### config.mk
export PLATFORM = sky130hd
export DESIGN_NAME = pipe_ctrl_flat
export DESIGN_NICKNAME = d
export VERILOG_FILES = /design/src/rtl/pipe_ctrl_pkg.sv /design/src/rtl/pipe_ctrl_if.sv /design/src/rtl/pipe_ctrl_mc_down_counter.sv /design/src/rtl/pipe_ctrl.sv /design/src/flat_wrapper.sv
export SDC_FILE = /design/constraint.sdc
export NUM_CORES = 1
export LEC_CHECK = 0
export CORE_AREA = 2 2 39 41
export CTS_BUF_LIST = sky130_fd_sc_hd__clkbuf_16
export DETAILED_ROUTE_END_ITERATION = 8
export DIE_AREA = 0 0 41 43
export PLACE_DENSITY_LB_ADDON = 0.15
export SYNTH_ARGS = -nofsm -noshare
export SYNTH_HDL_FRONTEND = slang
export SYNTH_SLANG_ARGS = --single-unit
### constraint.sdc
create_clock -name clock -period 2.3 [get_ports clock]
set_input_delay 0.46 -clock clock [delete_from_list [all_inputs] [get_ports clock]]
set_output_delay 0.46 -clock clock [all_outputs]
set_load 0.1 [all_outputs]
### src/rtl/pipe_ctrl_pkg.sv
// Shared types and constants for the fetch/decode pipeline sequencer.
package pipe_ctrl_pkg;

  localparam int unsigned MC_CNT_W      = 4;
  localparam int unsigned MC_CYCLES_MIN = 2;
  localparam int unsigned MC_CYCLES_MAX = 15;

  typedef enum logic [1:0] {
    PS_RUN   = 2'd0,
    PS_MULTI = 2'd1,
    PS_HALT  = 2'd2
  } pipe_state_t;

  typedef logic [MC_CNT_W-1:0] mc_cnt_t;

  // True when a multi-cycle occupancy fits the counter and keeps start/last distinct.
  function automatic logic cycles_legal(input int unsigned n);
    return (n >= MC_CYCLES_MIN) && (n <= MC_CYCLES_MAX);
  endfunction

endpackage

### src/rtl/pipe_ctrl_if.sv
// Decoder/execute status in, pipeline enables and strobes out.
interface pipe_ctrl_if;
  import pipe_ctrl_pkg::*;

  logic    dec_valid;
  logic    dec_mc;
  logic    dec_is_dv;
  logic    dec_halt;
  logic    dec_prefix;
  logic    ex_branch;
  logic    ext_stall;

  logic    fetch_en;
  logic    dec_en;
  logic    flush;
  logic    alu_start;
  logic    alu_last;
  mc_cnt_t mc_count;
  logic    prefix_pending;
  logic    halted;

  // Core side: drives decode/execute status, consumes the gating signals.
  modport master (
    output dec_valid, dec_mc, dec_is_dv, dec_halt, dec_prefix, ex_branch, ext_stall,
    input  fetch_en, dec_en, flush, alu_start, alu_last, mc_count, prefix_pending, halted
  );

  // Sequencer side.
  modport slave (
    input  dec_valid, dec_mc, dec_is_dv, dec_halt, dec_prefix, ex_branch, ext_stall,
    output fetch_en, dec_en, flush, alu_start, alu_last, mc_count, prefix_pending, halted
  );

endinterface

### src/rtl/pipe_ctrl_mc_down_counter.sv
// Down-counter with load/enable and a registered "count is one" flag.
module mc_down_counter
  import pipe_ctrl_pkg::*;
#(
  parameter int unsigned W = MC_CNT_W
) (
  input  logic         clk,
  input  logic         rst_n,
  input  logic         load_i,
  input  logic         en_i,
  input  logic [W-1:0] load_val_i,
  output logic [W-1:0] count_o,
  output logic         is_one_o
);

  logic [W-1:0] count_q, count_d;
  logic         is_one_q, is_one_d;

  // Load wins over decrement; the count saturates at zero.
  always_comb begin
    count_d  = count_q;
    is_one_d = is_one_q;
    if (load_i) begin
      count_d  = load_val_i;
      is_one_d = (load_val_i == W'(1));
    end else if (en_i && (count_q != '0)) begin
      count_d  = count_q - W'(1);
      is_one_d = (count_q == W'(2));
    end
  end

  always_ff @(posedge clk or negedge rst_n) begin
    if (!rst_n) begin
      count_q  <= '0;
      is_one_q <= 1'b0;
    end else begin
      count_q  <= count_d;
      is_one_q <= is_one_d;
    end
  end

  assign count_o  = count_q;
  assign is_one_o = is_one_q;

endmodule

### src/rtl/pipe_ctrl.sv
// Pipeline sequencer: stalls fetch/decode for MP/DV, flushes on taken branch,
// tracks a pending EXTEND/INDEX prefix and parks the core on HALT.
module pipe_ctrl
  import pipe_ctrl_pkg::*;
#(
  parameter int unsigned MP_CYCLES = 3,
  parameter int unsigned DV_CYCLES = 6
) (
  input  logic         clock,
  input  logic         rst_l,
  pipe_ctrl_if.slave   bus
);

  if (!cycles_legal(MP_CYCLES)) begin : g_bad_mp_cycles
    $error("pipe_ctrl: MP_CYCLES out of range 2..15");
  end
  if (!cycles_legal(DV_CYCLES)) begin : g_bad_dv_cycles
    $error("pipe_ctrl: DV_CYCLES out of range 2..15");
  end

  localparam mc_cnt_t MP_LOAD = MC_CNT_W'(MP_CYCLES - 1);
  localparam mc_cnt_t DV_LOAD = MC_CNT_W'(DV_CYCLES - 1);

  pipe_state_t state_q, state_d;
  logic        prefix_q, prefix_d;

  logic        fetch_en_c;
  logic        dec_en_c;
  logic        flush_c;
  logic        alu_start_c;
  logic        alu_last_c;
  logic        halted_c;
  logic        cnt_load;
  logic        cnt_en;
  mc_cnt_t     cnt_load_val;
  mc_cnt_t     cnt_value;
  logic        cnt_is_one;

  mc_down_counter #(
    .W (MC_CNT_W)
  ) u_mc_cnt (
    .clk        (clock),
    .rst_n      (rst_l),
    .load_i     (cnt_load),
    .en_i       (cnt_en),
    .load_val_i (cnt_load_val),
    .count_o    (cnt_value),
    .is_one_o   (cnt_is_one)
  );

  // Next state and gating; branch beats stall beats halt beats multi-cycle.
  always_comb begin
    state_d      = state_q;
    fetch_en_c   = 1'b0;
    dec_en_c     = 1'b0;
    flush_c      = 1'b0;
    alu_start_c  = 1'b0;
    alu_last_c   = 1'b0;
    halted_c     = 1'b0;
    cnt_load     = 1'b0;
    cnt_en       = 1'b0;
    cnt_load_val = '0;

    unique case (state_q)
      PS_RUN: begin
        fetch_en_c = !bus.ext_stall;
        dec_en_c   = !bus.ext_stall;
        if (bus.ex_branch) begin
          flush_c = 1'b1;
        end else if (bus.ext_stall) begin
          state_d = PS_RUN;
        end else if (bus.dec_valid && bus.dec_halt) begin
          fetch_en_c = 1'b0;
          dec_en_c   = 1'b0;
          state_d    = PS_HALT;
        end else if (bus.dec_valid && bus.dec_mc) begin
          fetch_en_c   = 1'b0;
          dec_en_c     = 1'b0;
          alu_start_c  = 1'b1;
          cnt_load     = 1'b1;
          cnt_load_val = bus.dec_is_dv ? DV_LOAD : MP_LOAD;
          state_d      = PS_MULTI;
        end
      end
      PS_MULTI: begin
        alu_last_c = cnt_is_one;
        cnt_en     = !bus.ext_stall;
        if (cnt_is_one && !bus.ext_stall) begin
          state_d = PS_RUN;
        end
      end
      PS_HALT: begin
        halted_c = 1'b1;
      end
      default: begin
        state_d = PS_RUN;
      end
    endcase
  end

  // Prefix flag: flush and the multi-cycle acceptance clear it, accepted words load it.
  always_comb begin
    prefix_d = prefix_q;
    if (flush_c || alu_start_c) begin
      prefix_d = 1'b0;
    end else if (bus.dec_valid && dec_en_c) begin
      prefix_d = bus.dec_prefix;
    end
  end

  always_ff @(posedge clock or negedge rst_l) begin
    if (!rst_l) begin
      state_q  <= PS_RUN;
      prefix_q <= 1'b0;
    end else begin
      state_q  <= state_d;
      prefix_q <= prefix_d;
    end
  end

  // Combinational strobes are forced low while reset is held.
  assign bus.fetch_en       = rst_l & fetch_en_c;
  assign bus.dec_en         = rst_l & dec_en_c;
  assign bus.flush          = rst_l & flush_c;
  assign bus.alu_start      = rst_l & alu_start_c;
  assign bus.alu_last       = rst_l & alu_last_c;
  assign bus.halted         = rst_l & halted_c;
  assign bus.mc_count       = cnt_value;
  assign bus.prefix_pending = prefix_q;

endmodule

### src/flat_wrapper.sv
// flat-port wrapper written by rule: the top's interface ports become plain ports
module pipe_ctrl_flat import pipe_ctrl_pkg::*;
#(
  parameter int unsigned MP_CYCLES = 3,
  parameter int unsigned DV_CYCLES = 6
)
  (clock, rst_l, bus_dec_valid, bus_dec_mc, bus_dec_is_dv, bus_dec_halt, bus_dec_prefix, bus_ex_branch, bus_ext_stall, bus_fetch_en, bus_dec_en, bus_flush, bus_alu_start, bus_alu_last, bus_mc_count, bus_prefix_pending, bus_halted);
  pipe_ctrl_if bus_i ();
  input  logic clock;
  input  logic rst_l;
  input wire logic [$bits(bus_i.dec_valid)-1:0] bus_dec_valid;
  input wire logic [$bits(bus_i.dec_mc)-1:0] bus_dec_mc;
  input wire logic [$bits(bus_i.dec_is_dv)-1:0] bus_dec_is_dv;
  input wire logic [$bits(bus_i.dec_halt)-1:0] bus_dec_halt;
  input wire logic [$bits(bus_i.dec_prefix)-1:0] bus_dec_prefix;
  input wire logic [$bits(bus_i.ex_branch)-1:0] bus_ex_branch;
  input wire logic [$bits(bus_i.ext_stall)-1:0] bus_ext_stall;
  output wire logic [$bits(bus_i.fetch_en)-1:0] bus_fetch_en;
  output wire logic [$bits(bus_i.dec_en)-1:0] bus_dec_en;
  output wire logic [$bits(bus_i.flush)-1:0] bus_flush;
  output wire logic [$bits(bus_i.alu_start)-1:0] bus_alu_start;
  output wire logic [$bits(bus_i.alu_last)-1:0] bus_alu_last;
  output wire logic [$bits(bus_i.mc_count)-1:0] bus_mc_count;
  output wire logic [$bits(bus_i.prefix_pending)-1:0] bus_prefix_pending;
  output wire logic [$bits(bus_i.halted)-1:0] bus_halted;
  assign bus_i.dec_valid = bus_dec_valid;
  assign bus_i.dec_mc = bus_dec_mc;
  assign bus_i.dec_is_dv = bus_dec_is_dv;
  assign bus_i.dec_halt = bus_dec_halt;
  assign bus_i.dec_prefix = bus_dec_prefix;
  assign bus_i.ex_branch = bus_ex_branch;
  assign bus_i.ext_stall = bus_ext_stall;
  assign bus_fetch_en = bus_i.fetch_en;
  assign bus_dec_en = bus_i.dec_en;
  assign bus_flush = bus_i.flush;
  assign bus_alu_start = bus_i.alu_start;
  assign bus_alu_last = bus_i.alu_last;
  assign bus_mc_count = bus_i.mc_count;
  assign bus_prefix_pending = bus_i.prefix_pending;
  assign bus_halted = bus_i.halted;
  pipe_ctrl #(.MP_CYCLES(MP_CYCLES), .DV_CYCLES(DV_CYCLES)) u_core (.clock(clock), .rst_l(rst_l), .bus(bus_i));
endmodule
* Yosys cells after proc, flatten, opt, wreduce, memory -nomap -nowiden *
Cells that the tools add are included.

operators by class
  muxes and demuxes = 33
  $add $sub $neg = 1
  reductions and logical operators = 12
  bitwise logic cells = 6
  equal/unequal tests = 7

operators with widths
  kind                 count
  $mux 4               7
  $mux 1               19
  $mux 2               5
  $pmux 2 s3           1
  $and 1x1->1          5
  $logic_and 1x1->1    5
  $eq 4x1->1 const B   1
  $eq 4x2->1 const B   1
  $ne 4x2->1 const B   1
  $reduce_and 4->1     1
  $reduce_bool 2->1    2
  $reduce_bool 4->1    1
  $sub 4x1->4 const B  1
  $mux 3               1
  $eq 2x1->1 const B   1
  $eq 2x2->1 const B   1
  $logic_not 2->1      1
  $ne 2x1->1 const B   1
  $ne 2x2->1 const B   1
  $logic_not 1->1      1
  $logic_or 1x1->1     1
  $not 1->1            1

word-level totals
  register bits after elaboration = 8
  input bits = 9

* Longest topological paths before layout *
Gate-level depths: netlist of run 1.

  depth after elaboration = 9
  depth in mapped cells = 5
  depth with buffers taken out = 5

* Cells and area by module *
Synthesis of run 1 repeated with hierarchy kept, for this count alone.

unflattened totals
  cell total of the unflattened synthesis = 66
  area, all modules = 599.3 µm²

modules (own cells, without submodules)
  module           cells each  area an instance (µm²)  times used
  mc_down_counter  37          336.6                   1
  pipe_ctrl        29          262.8                   1

* Least setup slack after synthesis of run 1 *
Ideal clock, no wire load.

  path type = input port to output port
  start = input bus_ext_stall
  end = output bus_fetch_en
  path slack = -0.146 ns
  stages = 3
  arrival = 1.986 ns
  data required time = 1.840 ns
  cell sequence = nor3_1 -> and3_1 -> buf_4

between the ends
  cells in the longest elaborated chain, start to end = 7

ends and longest elaborated chain
  item                      line                RTL
  start: declaration        flat_wrapper.sv:17  input wire logic [$bits(bus_i.ext_stall)-1:0] bus_ext_stall;
  $logic_not 1->1           -
  $mux 1 (3 in series)      -
  $mux 1 (*) (2 in series)  -
  $and 1x1->1 (*)           -
  end: declaration          flat_wrapper.sv:18  output wire logic [$bits(bus_i.fetch_en)-1:0] bus_fetch_en;

Mark *: on every way between the ends. The rest lies on a longest branch, timed or not.

* Final worst setup path of run 1 *
  start = input bus_ext_stall
  end = output bus_alu_start

between the ends
  cells in the longest elaborated chain, start to end = 4

ends and longest elaborated chain
  item              line                RTL
  $mux 1            pipe_ctrl.sv:70     end else if (bus.ext_stall) begin
  $mux 1            pipe_ctrl.sv:68     if (bus.ex_branch) begin
  $mux 1            pipe_ctrl.sv:64     unique case (state_q)
  $and 1x1->1       pipe_ctrl.sv:125    assign bus.alu_start = rst_l & alu_start_c;
  end: declaration  flat_wrapper.sv:21  output wire logic [$bits(bus_i.alu_start)-1:0] bus_alu_start;

Every way passes these cells.

==> flow_metrics.tcl, run 1 <==
set metrics [dict create \
    status "finished clean" \
    netlist_instances 64 \
    final.period_utilization_pct 97.2 \
    cp.arrival_ns 1.78 \
    total_power_mw 1.30 \
    syn_area_sq_um 536 \
    cellPowerDensity_nw_per_um2 1410 \
    via_count 585 \
    ys_types 27 \
    clk_latency_ns 0.23 \
    slew_violations 0 \
    max_stage_delay_ns 0.44 \
    post_cts_buffers 0 \
    cts_hold_buf 0 \
    dpl.cell_count 102 \
    instances_no_fill 105 \
    grt_max_degree 11 \
    gp_congestion 0.732 \
    final_area_sq_um 920 \
    synthArstFlopShare_pct 100 \
    synthFlopType "dfrtp_1" \
    root_buffer "clkbuf_16" \
    crit_path_cell_trace "clkdlybuf4s50_1, or3_4, nor2_4, and2_4, buf_12" \
    setup_viol 0 \
    dr.pass1.iters 4 \
    antenna_found_initial 0 \
    start_util_pct 38.7 \
    grt_pass1_vias 519 \
    drv_cap 0 \
    skew_ns 0.00134 \
    min_path_type "primary input to asynchronous set/reset pin" \
    io_buffer_count 19 \
    drc_errors 0 \
    drt-initial-drc-count 11 \
    required_ns 1.84 \
    grt.overflow.total 0 \
    critPathTopFamily "simple AND/OR/NAND/NOR gates" \
    grt_setup_unrepaired "no" \
    vdd_drop_max_uv 924 \
    cts.htree.levels 1 \
    cts_sinks 8 \
    gr-usage-all-layers_pct 19.2 \
    drt_wl_total_um 1410 \
    fp.dieW_um 41 \
    multi_input_area_sq_um 327 \
    p_leak_nw 0.390 \
    via_per_inst 5.57 \
    cts_tree "yes" \
    yosysSeqAreaShare_pct 37.4 \
    endpoint_kind "output port" \
    coreArea_sq_um 1380 \
    layout.nets 102 \
    routedWlPerCell_um 13.4 \
    die_area_sq_um 1760 \
    period_minus_slack_ns 2.24 \
    crit_path_max_fanout 4 \
    max_slew_margin_pct 62.2 \
    clock_path_buffers 2 \
    antenna_cells 0 \
    avgSynthCellArea_sq_um 8.37 \
    areaGrowthSynthToFinish_pct 71.7 \
    cts-buffers-inserted 3 \
    cpMaxStageDelayCell "clkdlybuf4s50_1" \
    num_rows 14 \
    post_dp_cell_area_sq_um 823 \
    clk_pin_slew_worst_paths_ns 0.04 \
    ios 20 \
    critPathLaunchType "primary input" \
    layout-drive-gt1-share_pct 30.3 \
    ys_warn_count 0 \
    dp_hpwl_um 1000 \
    tightest_slew_ns 0.565 \
    critPathBufInv 2 \
    synth-seq-cells 8 \
    grt_pass1_wl_um 2260 \
    syn-num-nets 75 \
    final_hold_viol_count 0 \
    die_height_um 43 \
    fmax_ghz 0.447 \
    antenna_left 0 \
    worstSetupPathType "primary input to output port" \
    hold-worst-slack_ns 0.527 \
    fill_cells 113 \
    synth_edf_count 0 \
    seq_area_sq_um 200 \
]
## state kept, by name, summed over array words and instances, names as in the netlist
register	count
u_core.bus.prefix_pending	1
u_core.state_q	2
u_core.u_mc_cnt.count_o	4
u_core.u_mc_cnt.is_one_o	1
## where the power goes
part	internal, mW	total (mW)	switching (mW)
Sequential	0.199	0.272	0.0732
Combinational	0.211	0.736	0.525
Clock	0.224	0.291	0.0673
Total	0.634	1.30	0.665
## synth_stat cells, types with 2 or more instances
cell type / n / area share, %
nor2_1: 6 / 4.2
ha_1: 2 / 4.7
nand2_1: 2 / 1.4
nor3b_1: 2 / 2.8
and3_1: 2 / 2.3
or3_1: 3 / 3.5
a21oi_1: 2 / 1.9
dfrtp_1: 8 / 37
nor3_1: 3 / 2.8
nand4_1: 2 / 2.3
nor2b_1: 2 / 2.3
inv_1: 6 / 4.2
a31oi_1: 4 / 4.7
o21ai_0: 7 / 6.5
## final cells by class
type / instances / share of cell area, %
Timing Repair Buffer: 24 / 29.9
Inverter: 6 / 2.45
Tap cell: 16 / 2.18
Sequential cell: 8 / 21.8
Clock buffer: 3 / 8.16
Multi-Input combinational cell: 48 / 35.5
## worst paths after layout
path	start	to	slack, ns	cells past startpoint
max in group asynchronous	rst_l	u_core.u_mc_cnt.count_o[0]$_DFFE_PN0P_	1.37	2
worst min register to register	u_core.u_mc_cnt.is_one_o$_DFFE_PN0P_	u_core.u_mc_cnt.is_one_o$_DFFE_PN0P_	0.55	2
worst max-delay path	bus_ext_stall	bus_alu_start	0.06	5
min in group clock	u_core.u_mc_cnt.is_one_o$_DFFE_PN0P_	u_core.u_mc_cnt.is_one_o$_DFFE_PN0P_	0.55	2
worst max register to register	u_core.state_q[1]$_DFFE_PN0P_	u_core.u_mc_cnt.count_o[3]$_DFFE_PN0P_	0.66	3
worst min-delay path	rst_l	u_core.bus.prefix_pending$_DFFE_PN0P_	0.53	1
## metrics by stage
| stage | TNS, ns | setup WS [ns] | util [%] |
|---|---|---|---|
| 6_report | 0 | 0.0636 | 66.5 |
| 5_1_grt | 0 | 0.0115 | 66.5 |
| 4_1_cts | 0 | 0.0305 | 65.4 |
| 3_5_place_dp | -0.0774 | -0.0774 | 59.5 |
| 3_3_place_gp | -0.0798 | -0.0798 | 59.5 |
| 2_1_floorplan | 0 | 0.0704 | - |
## metal layers
| layer | global-route usage [%] | share of wire, % | routed length (um) | up-vias |
|---|---|---|---|---|
| met2 | 28.4 | 46 | 650 | 24 |
| li1 | - | - | - | 282 |
| met5 | 0 | 0 | 0 | - |
| met1 | 25.8 | 44 | 616 | 275 |
| met3 | 6.28 | 8.6 | 121 | 4 |
| met4 | 6.00 | 1.4 | 19 | 0 |
## cells by family after synthesis
| logic type | count (synthesis) | synth area share [%] |
|---|---|---|
| and+or+nand+nor | 30 | 33.6 |
| AOI/OAI and AO/OA | 16 | 17.8 |
| buffers and inverters | 8 | 6.54 |
| DFF | 8 | 37.4 |
| adders and majority gates | 2 | 4.67 |
## what timing repair did
item,in CTS,in global routing
endpoints found under the hold margin,0,0
gates resized for setup,2,4
pin swaps,0,0
setup endpoints to repair,1,2
## placed cells by master (no fill, tap or decap), types with 3 or more instances in the layout
cell type        count
buf_4               10
clkdlybuf4s50_1      8
dfrtp_1              8
o21ai_0              7
inv_1                6
buf_12               6
nor2_1               4
a31oi_1              4
nor3_1               3
or3_1                3
clkbuf_16            3
Note: power is estimated with default switching activity, not from simulation.
==> run 2: changes to the inputs <==
--- a/config.mk
+++ b/config.mk
@@ -10,6 +10,7 @@
 export DETAILED_ROUTE_END_ITERATION = 8
 export DIE_AREA = 0 0 41 43
 export PLACE_DENSITY_LB_ADDON = 0.15
+export RECOVER_POWER = 50
 export SYNTH_ARGS = -nofsm -noshare
 export SYNTH_HDL_FRONTEND = slang
 export SYNTH_SLANG_ARGS = --single-unit
==> run 2 against run 1 <==
Wire length fell by 0.43%. Largest cell class unchanged. Critical endpoint unchanged. Via count unchanged. Total power shrank 2.0%. Register-to-register slack is essentially flat. Sequential share of layout area rose by 0.42 points.
==> flow_metrics.tcl, run 2 (same netlist as run 1, synthesis figures left out) <==
set metrics [dict create \
    status "finished clean" \
    antenna_left 0 \
    coreArea_sq_um 1380 \
    io_buffer_count 19 \
    cp.arrival_ns 1.78 \
    post_cts_buffers 0 \
    r2r-end "u_core.u_mc_cnt.count_o[3]$_DFFE_PN0P_" \
    ios 20 \
    max_slew_margin_pct 22.9 \
    cellPowerDensity_nw_per_um2 1410 \
    antenna_cells 0 \
    grt.overflow.total 0 \
    layout.nets 102 \
    grt_setup_unrepaired "no" \
    clk_pin_slew_worst_paths_ns 0.04 \
    dp_hpwl_um 1000 \
    antenna_found_initial 0 \
    cts.htree.levels 1 \
    cts-buffers-inserted 3 \
    cts_sinks 8 \
    largest_reg_flops 4 \
    required_ns 1.84 \
    mostFrequentLayoutCell "dfrtp_1" \
    vdd_drop_max_uv 919 \
    drt_wl_total_um 1400 \
    cts_tree "yes" \
    grt_max_degree 11 \
    reg2reg_depth 3 \
    slew_violations 0 \
    tightest_slew_ns 1.16 \
    drv_cap 0 \
    crit_path_max_fanout 4 \
    gr-usage-all-layers_pct 19.2 \
    critPathTopFamily "simple AND/OR/NAND/NOR gates" \
    setup_ws_ns 0.0638 \
    cpMaxStageDelayCell "clkdlybuf4s50_1" \
    mostFrequentLayoutCells "dfrtp_1 (8), o21ai_0 (7), clkdlybuf4s50_1 (7)" \
    grt_pass1_wl_um 2260 \
    num_rows 14 \
    clock_path_buffers 2 \
    dr.pass1.iters 4 \
    fmax_ghz 0.447 \
    max_stage_delay_ns 0.44 \
    layout-drive-gt1-share_pct 25.8 \
    via_count 585 \
    period_minus_slack_ns 2.24 \
    gp_congestion 0.732 \
    setup_tns_ns 0 \
    worstSetupPathType "primary input to output port" \
    critPathBufInv 2 \
    critPathLaunchType "primary input" \
    via_per_inst 5.57 \
    endpoint_kind "output port" \
    skew_ns 0.00135 \
    cts_hold_buf 0 \
    areaGrowthSynthToFinish_pct 68.5 \
    min_path_type "primary input to asynchronous set/reset pin" \
    start_util_pct 38.7 \
    routedWlPerCell_um 13.3 \
    die_height_um 43 \
    p_leak_nw 0.374 \
    rrSetupSlack_ns 0.66 \
    rr_startpoint "u_core.state_q[1]$_DFFE_PN0P_" \
    drt-initial-drc-count 10 \
    crit_path_cell_trace "clkdlybuf4s50_1, or3_4, nor2_4, and2_4, buf_12" \
    final_hold_viol_count 0 \
    drc_errors 0 \
    pre_cts_ws_ns -0.0774 \
    grt_pass1_vias 519 \
    final.period_utilization_pct 97.2 \
    root_buffer "clkbuf_16" \
    clk_latency_ns 0.23 \
    setup_viol 0 \
    fp.dieW_um 41 \
    die_area_sq_um 1760 \
]
[run 2: worst reg2reg max path, stage by stage, from the launching register on]
cell	delay, ns
dfrtp_1	0.45
or3b_1	0.49
or4_1	0.50
a21oi_1	0.13
[run 2: cell type report]
cell class                      count  area [sq um]
Inverter                            6          22.5
Sequential cell                     8           200
Tap cell                           16          20.0
Fill cell                         118           482
Timing Repair Buffer               24           258
Multi-Input combinational cell     48           327
Clock buffer                        3          75.1
[run 2: layer usage]
metal | GRT usage, % | part of all wire [%] | wire length, um
met4 | 6.00 | 1.4 | 19
met2 | 28.4 | 46 | 646
met5 | 0 | 0 | 0
met3 | 6.28 | 8.6 | 120
met1 | 25.8 | 44 | 614
[run 2: timing repair]
item	in CTS	in global routing
gates resized for setup	2	4
pin swaps	0	0
endpoints found under the setup margin	1	2
[run 2: worst max-delay path by stage]
| stage | from | to | slack [ns] | depth (start not counted) |
|---|---|---|---|---|
| floorplan | u_core.u_mc_cnt.count_o[0]$_DFFE_PN0P_ | u_core.u_mc_cnt.count_o[3]$_DFFE_PN0P_ | 0.07 | 5 |
| global placement | bus_ext_stall | bus_alu_start | -0.08 | 5 |
| detailed placement | bus_ext_stall | bus_alu_start | -0.08 | 5 |
| CTS | bus_ext_stall | bus_alu_start | 0.03 | 5 |
| global route | bus_ext_stall | bus_fetch_en | 0.01 | 5 |
| finish | bus_ext_stall | bus_alu_start | 0.06 | 5 |
[run 2: stage by stage]
stage	instance area, sq um	cells	util [%]	power, mW	hold WS (ns)
floorplan	541	64	-	0.794	0.164
global placement	823	102	59.5	0.990	0.548
detailed placement	823	102	59.5	0.996	0.541
CTS	905	105	65.4	1.30	0.512
global route	902	105	65.2	1.33	0.538
finish	902	105	65.2	1.27	0.519
[run 2: where the power goes]
part           switching (mW)  internal [mW]
Clock                  0.0673          0.224
Sequential             0.0726          0.199
Combinational           0.525          0.185
Total                   0.665          0.608
